--- config.mk ---
export PLATFORM = sky130hd
export DESIGN_NAME = mem_arbiter
export DESIGN_NICKNAME = d
export VERILOG_FILES = /design/src/rtl/riscv_pkg.sv /design/src/rtl/arb_starve_cnt.sv /design/src/rtl/mem_arbiter.sv
export SDC_FILE = /design/constraint.sdc
export NUM_CORES = 1
export LEC_CHECK = 0
export BUFFER_PORTS_ARGS = -buffer_cell sky130_fd_sc_hd__buf_2
export CORE_ASPECT_RATIO = 0.75
export CORE_MARGIN = 3
export CORE_UTILIZATION = 40
export CTS_BUF_LIST = sky130_fd_sc_hd__clkbuf_8
export DETAILED_ROUTE_END_ITERATION = 8
export PLACE_DENSITY_LB_ADDON = 0.08
export SETUP_SLACK_MARGIN = 0.5
export SLEW_MARGIN = 25
export SYNTH_ARGS = -nofsm -noshare
export SYNTH_HDL_FRONTEND = slang
export SYNTH_SLANG_ARGS = --single-unit
--- constraint.sdc ---
create_clock -name clk -period 9.4 [get_ports clk]
set_clock_uncertainty 0.15 [all_clocks]
set_input_delay 1.88 -clock clk [delete_from_list [all_inputs] [get_ports clk]]
set_output_delay 1.88 -clock clk [all_outputs]
set_load 0.05 [all_outputs]
--- src/rtl/riscv_pkg.sv ---
// ---------------------------------------------------------------------------
// riscv_pkg
// Shared types and constants for the memory arbiter.
//   arb_state_t   : arbiter FSM state encoding
//   MAX_WAIT_DEF  : default fetch starvation limit in cycles
//   WAIT_CNT_W    : width of the fetch wait counter
// ---------------------------------------------------------------------------
package riscv_pkg;

    localparam int unsigned MAX_WAIT_DEF = 4;
    localparam int unsigned WAIT_CNT_W   = 4;

    typedef enum logic [1:0] {
        IDLE   = 2'd0,
        BUS_IF = 2'd1,
        BUS_D  = 2'd2,
        RESP   = 2'd3
    } arb_state_t;

endpackage

--- src/rtl/arb_starve_cnt.sv ---
// ---------------------------------------------------------------------------
// arb_starve_cnt
// Saturating count of cycles the fetch port has been kept waiting.
//   clk, reset : clock, asynchronous active-high reset
//   inc_i      : fetch waiting this cycle (count up, saturating at MAX_WAIT)
//   clr_i      : fetch being granted (clear; wins over inc_i)
//   starve_c   : count has reached MAX_WAIT (combinational from the register)
// ---------------------------------------------------------------------------
module arb_starve_cnt
    import riscv_pkg::*;
#(
    parameter int unsigned MAX_WAIT = MAX_WAIT_DEF
) (
    input  logic clk,
    input  logic reset,
    input  logic inc_i,
    input  logic clr_i,
    output logic starve_c
);

    localparam logic [WAIT_CNT_W-1:0] CNT_MAX = WAIT_CNT_W'(MAX_WAIT);

    logic [WAIT_CNT_W-1:0] cnt_q;
    logic [WAIT_CNT_W-1:0] cnt_d;

    // Next count: clear on grant, otherwise saturating increment.
    always_comb begin
        cnt_d = cnt_q;
        if (clr_i) begin
            cnt_d = '0;
        end else if (inc_i && (cnt_q < CNT_MAX)) begin
            cnt_d = cnt_q + WAIT_CNT_W'(1);
        end
    end

    always_ff @(posedge clk or posedge reset) begin
        if (reset) begin
            cnt_q <= '0;
        end else begin
            cnt_q <= cnt_d;
        end
    end

    assign starve_c = (cnt_q == CNT_MAX);

endmodule

--- src/rtl/mem_arbiter.sv ---
// ---------------------------------------------------------------------------
// mem_arbiter
// Arbitrates an instruction-fetch port and a data port onto one shared
// memory. Data wins ties unless the fetch port has waited MAX_WAIT cycles.
// Ports:
//   clk, reset                 : clock, asynchronous active-high reset
//   if_req/if_addr             : fetch request (held until if_done)
//   if_done/if_rdata           : fetch completion pulse and read word
//   d_req/d_wr/d_addr/d_wdata  : data request (held until d_done)
//   d_done/d_rdata             : data completion pulse and read word
//   stall_if/stall_mem         : combinational stalls to the pipeline
//   mem_rd/mem_wr/mem_addr/mem_wdata : registered shared-memory command
//   mem_rdata/mem_ack          : shared-memory response (latency >= 1)
// ---------------------------------------------------------------------------
module mem_arbiter
    import riscv_pkg::*;
#(
    parameter int unsigned DATA_W   = 32,
    parameter int unsigned ADDR_W   = 9,
    parameter int unsigned MAX_WAIT = MAX_WAIT_DEF
) (
    input  logic              clk,
    input  logic              reset,
    input  logic              if_req,
    input  logic [ADDR_W-1:0] if_addr,
    output logic              if_done,
    output logic [DATA_W-1:0] if_rdata,
    input  logic              d_req,
    input  logic              d_wr,
    input  logic [ADDR_W-1:0] d_addr,
    input  logic [DATA_W-1:0] d_wdata,
    output logic              d_done,
    output logic [DATA_W-1:0] d_rdata,
    output logic              stall_if,
    output logic              stall_mem,
    output logic              mem_rd,
    output logic              mem_wr,
    output logic [ADDR_W-1:0] mem_addr,
    output logic [DATA_W-1:0] mem_wdata,
    input  logic [DATA_W-1:0] mem_rdata,
    input  logic              mem_ack
);

    arb_state_t state_q, state_d;

    logic              mem_rd_q,    mem_rd_d;
    logic              mem_wr_q,    mem_wr_d;
    logic [ADDR_W-1:0] mem_addr_q,  mem_addr_d;
    logic [DATA_W-1:0] mem_wdata_q, mem_wdata_d;
    logic              if_done_q,   if_done_d;
    logic              d_done_q,    d_done_d;
    logic [DATA_W-1:0] if_rdata_q,  if_rdata_d;
    logic [DATA_W-1:0] d_rdata_q,   d_rdata_d;

    logic starve;
    logic wait_inc;
    logic wait_clr;

    // Fetch is waiting unless it owns the bus or is in its own RESP cycle
    // (if_done_q is high exactly during a fetch RESP).
    assign wait_inc = if_req && (state_q != BUS_IF) &&
                      !((state_q == RESP) && if_done_q);
    assign wait_clr = (state_q == IDLE) && (state_d == BUS_IF);

    arb_starve_cnt #(
        .MAX_WAIT (MAX_WAIT)
    ) u_starve_cnt (
        .clk      (clk),
        .reset    (reset),
        .inc_i    (wait_inc),
        .clr_i    (wait_clr),
        .starve_c (starve)
    );

    // State register.
    always_ff @(posedge clk or posedge reset) begin
        if (reset) begin
            state_q <= IDLE;
        end else begin
            state_q <= state_d;
        end
    end

    // Next-state logic.
    always_comb begin
        state_d = state_q;
        unique case (state_q)
            IDLE: begin
                if (d_req && !(starve && if_req)) begin
                    state_d = BUS_D;
                end else if (if_req) begin
                    state_d = BUS_IF;
                end
            end
            BUS_IF, BUS_D: begin
                if (mem_ack) begin
                    state_d = RESP;
                end
            end
            RESP:    state_d = IDLE;
            default: state_d = IDLE;
        endcase
    end

    // Output/datapath next values: command loaded on grant, held through
    // the bus phase, dropped on ack; done pulses during RESP.
    always_comb begin
        mem_rd_d    = mem_rd_q;
        mem_wr_d    = mem_wr_q;
        mem_addr_d  = mem_addr_q;
        mem_wdata_d = mem_wdata_q;
        if_done_d   = 1'b0;
        d_done_d    = 1'b0;
        if_rdata_d  = if_rdata_q;
        d_rdata_d   = d_rdata_q;
        unique case (state_q)
            IDLE: begin
                mem_rd_d    = 1'b0;
                mem_wr_d    = 1'b0;
                mem_addr_d  = '0;
                mem_wdata_d = '0;
                if (state_d == BUS_D) begin
                    mem_rd_d    = ~d_wr;
                    mem_wr_d    = d_wr;
                    mem_addr_d  = d_addr;
                    mem_wdata_d = d_wdata;
                end else if (state_d == BUS_IF) begin
                    mem_rd_d   = 1'b1;
                    mem_addr_d = if_addr;
                end
            end
            BUS_IF: begin
                if (mem_ack) begin
                    mem_rd_d    = 1'b0;
                    mem_addr_d  = '0;
                    if_done_d   = 1'b1;
                    if_rdata_d  = mem_rdata;
                end
            end
            BUS_D: begin
                if (mem_ack) begin
                    mem_rd_d    = 1'b0;
                    mem_wr_d    = 1'b0;
                    mem_addr_d  = '0;
                    mem_wdata_d = '0;
                    d_done_d    = 1'b1;
                    // Writes leave the last read word in place.
                    if (!mem_wr_q) begin
                        d_rdata_d = mem_rdata;
                    end
                end
            end
            default: ;
        endcase
    end

    // Datapath registers.
    always_ff @(posedge clk or posedge reset) begin
        if (reset) begin
            mem_rd_q    <= 1'b0;
            mem_wr_q    <= 1'b0;
            mem_addr_q  <= '0;
            mem_wdata_q <= '0;
            if_done_q   <= 1'b0;
            d_done_q    <= 1'b0;
            if_rdata_q  <= '0;
            d_rdata_q   <= '0;
        end else begin
            mem_rd_q    <= mem_rd_d;
            mem_wr_q    <= mem_wr_d;
            mem_addr_q  <= mem_addr_d;
            mem_wdata_q <= mem_wdata_d;
            if_done_q   <= if_done_d;
            d_done_q    <= d_done_d;
            if_rdata_q  <= if_rdata_d;
            d_rdata_q   <= d_rdata_d;
        end
    end

    assign mem_rd    = mem_rd_q;
    assign mem_wr    = mem_wr_q;
    assign mem_addr  = mem_addr_q;
    assign mem_wdata = mem_wdata_q;
    assign if_done   = if_done_q;
    assign d_done    = d_done_q;
    assign if_rdata  = if_rdata_q;
    assign d_rdata   = d_rdata_q;

    assign stall_if  = if_req & ~if_done_q;
    assign stall_mem = d_req & ~d_done_q;

endmodule

==> run_results.csv <==
group,metric,value,unit
run_status,outcome,"finished, final reports clean",
detailed_routing,drt_iter0_drc,98,
final_layout,multi_input_area,0.00149,mm^2
power,p_leak,3.14,nW
synthesis,ys_seq_area_frac,0.646,
timing,finalMaxSlewViolations,0,
synthesis,syn_avg_cell_area,15.2,um^2
synthesis,synth_top_area_cell,"dfrtp_1",
setup_path,crit_type,"primary input to primary output",
synthesis,yosys-top-cells-area,"dfrtp_1 (65%), mux2_2 (16%), a22o_1 (6.5%), a221o_1 (2.0%), ha_1 (1.7%)",
timing,tightest_slew,0.916,ns
die,die_h,97.4,um
final_layout,n_fill_cell,911,
detailed_routing,drt_pre_antenna_iters,4,
setup_path,crit_family,"buffers and inverters",
die,ioPinCount,199,
clock_network,cts_buffers,17,
synthesis,synth-seq-cells,115,
setup_path,crit_arrival,2.41,ns
die,coreArea,0.0106,mm^2
clock_network,htreeDepth,4,
setup_path,slowest_stage,"buf_2",
die,dieArea,0.0124,mm^2
clock_network,clock_latency,0.41,ns
timing,max_slew_margin,0.389,
global_routing,grt_max_degree,68,
timing,fmax,225,MHz
synthesis,yosys-top-cells-count,"dfrtp_1 (115), mux2_2 (63), a22o_1 (33), and2_1 (10)",
global_routing,grt_pass1_wl,16.9,mm
synthesis,synth_top_area_share,0.646,
detailed_routing,wl,10.6,mm
timing,setup_viol,0,
final_layout,nets,595,
timing,min_period_over_period,0.472,
global_routing,grtUsageTotal,0.172,
global_routing,grt.overflow.total,0,
global_routing,grt_pass1_vias,3328,
setup_path,startpoint_type,"primary input",
timing,hold_viol,0,
detailed_routing,via_per_inst,4.82,
clock_network,cts-root-buf,"clkbuf_8",
detailed_routing,vias,3135,
placed_design,finalWeightedCongestion,0.770,
clock_network,cts_resized,0,
clock_network,cts_hold_buffers,0,
synthesis,synthFlopType,"dfrtp_1",
clock_network,cts_num_sinks,115,
synthesis,synth_async_sr_flop_share,1.00,
min_path,hold_path.class,"flip-flop to flip-flop",
clock_network,cts_tree,"yes",
synthesis,syn_area,0.00445,mm^2
setup_path,end_kind,"primary output",
timing,rsz0062_at_grt,"false",
synthesis,yosysMostFrequentCell,"dfrtp_1",
clock_network,clockBufferDepth,2,
placed_design,dp_slack,4.95,ns
final_layout,syn2layout_area_growth,34.2,%
clock_network,clkTransAtPathRegs,0.07,ns
synthesis,synthesis.nets,387,
die,start_util,0.421,
placed_design,dp_hpwl,7.40,mm
final_layout,regArea,0.00288,mm^2
setup_path,worstPathRequired,7.37,ns
setup_path,cp_num_buf_inv,2,
setup_path,worstPathCellList,"buf_2 > nor2b_1 > buf_2",
detailed_routing,wl_per_cell,16.3,um
detailed_routing,antenna_left,0,
final_layout,antenna_cells,0,
placed_design,port_buffers,198,
synthesis,synth_edf_count,0,
power,peakVddDrop,259,uV
die,rows,32,
synthesis,netlist_instances,293,
setup_path,critPathMostFrequentCell,"buf_2",
detailed_routing,drc,0,
synthesis,ys_warn_count,0,
timing,setup_ws,4.96,ns
flow_run,drv_cap,0,
global_routing,antenna_found_initial,0,
final_layout,drive_above_1_share,0.586,
clock_network,cts_setup_buffers,0,
synthesis,ys_types,29,
setup_path,slowest_delay,0.26,ns
setup_path,crit_fanout,6,
power,cellPowerDensity,437,mW/mm^2
die,die_w,128,um
timing,period_needed,4.44,ns
timing,final.setup.tns,0,ns
==> placed cells by master (no fill, tap or decap), types with 5 or more instances in the layout <==
cell / Yosys / final
buf_2: 6 / 198
dfrtp_1: 115 / 115
mux2_2: 63 / 63
a22o_1: 33 / 33
clkbuf_8: 0 / 19
inv_1: 9 / 10
and2_1: 10 / 10
a221o_1: 9 / 9
clkinv_2: 0 / 7
ha_1: 6 / 6
nor2b_1: 5 / 5
==> per-layer routing <==
layer | share of wire | wire (um) | track usage
met5 | 0 | 0 | 0
met4 | 0.020 | 209 | 0.0734
met3 | 0.078 | 828 | 0.0582
met2 | 0.46 | 4900 | 0.270
met1 | 0.44 | 4660 | 0.218
==> final timing paths <==
path / depth (start not counted) / startpoint / slack (ns) / endpoint
max: 3 / if_req / 4.96 / stall_if
min: 1 / if_rdata[1]$_DFFE_PP0P_ / 0.35 / if_rdata[1]$_DFFE_PP0P_
max reg2reg: 6 / state_q[0]$_DFF_PP0_ / 7.06 / mem_addr[4]$_DFFE_PP0P_
min reg2reg: 1 / if_rdata[1]$_DFFE_PP0P_ / 0.35 / if_rdata[1]$_DFFE_PP0P_
max in group asynchronous: 3 / reset / 6.45 / mem_wdata[28]$_DFFE_PP0P_
min in group asynchronous: 2 / reset / 1.38 / mem_wdata[11]$_DFFE_PP0P_
==> power by group <==
group	leakage (nW)	switching [mW]	total, mW	internal (mW)
combinational	1.50	0.990	1.38	0.391
clock	0.203	0.193	0.436	0.244
sequential	1.44	0.0976	0.795	0.697
==> worst register-to-register path: stages, from the launching register on <==
cell and delay [ns]:
dfrtp_1 0.42, inv_1 0.14, ha_1 0.34, mux2i_1 0.26, a221oi_2 0.12, nor3_2 0.59
a221o_1 0.27
==> cells by family after synthesis <==
kind of cell | after synthesis | synth area share
buf+inv | 22 | 0.0202
mux | 67 | 0.169
xor+xnor | 1 | 0.00197
compound gates | 56 | 0.107
simple gates | 26 | 0.0393
fa+ha+maj | 6 | 0.0169
flops | 115 | 0.646
==> state kept, by name, summed over array words and instances, names as in the netlist <==
register            flops
state_q                 2
mem_wr                  1
mem_addr                9
if_done                 1
d_rdata                32
mem_rd                  1
mem_wdata              32
d_done                  1
u_starve_cnt.cnt_q      4
if_rdata               32
==> final cells by class <==
| class | instances | area share |
|---|---|---|
| clock buffer | 19 | 0.0438 |
| clock inverter | 13 | 0.0197 |
| inverter | 9 | 0.00607 |
| multi-input combinational | 156 | 0.250 |
| sequential | 115 | 0.482 |
| tap | 136 | 0.0285 |
| timing repair buffer | 202 | 0.171 |
==> metrics by stage <==
| step | hold slack [ns] | total power [mW] | util | instance area (um^2) | std cells |
|---|---|---|---|---|---|
| floorplan | 0.316 | 1.87 | - | 4450 | 293 |
| finish | 0.349 | 2.61 | 0.565 | 5980 | 650 |
| global placement | 0.319 | 2.18 | 0.529 | 5600 | 618 |
| CTS | 0.354 | 2.65 | 0.565 | 5980 | 650 |
| detailed placement | 0.335 | 2.20 | 0.529 | 5600 | 618 |
| global route | 0.364 | 2.75 | 0.565 | 5980 | 650 |
Power figures use the tool's default switching activity.
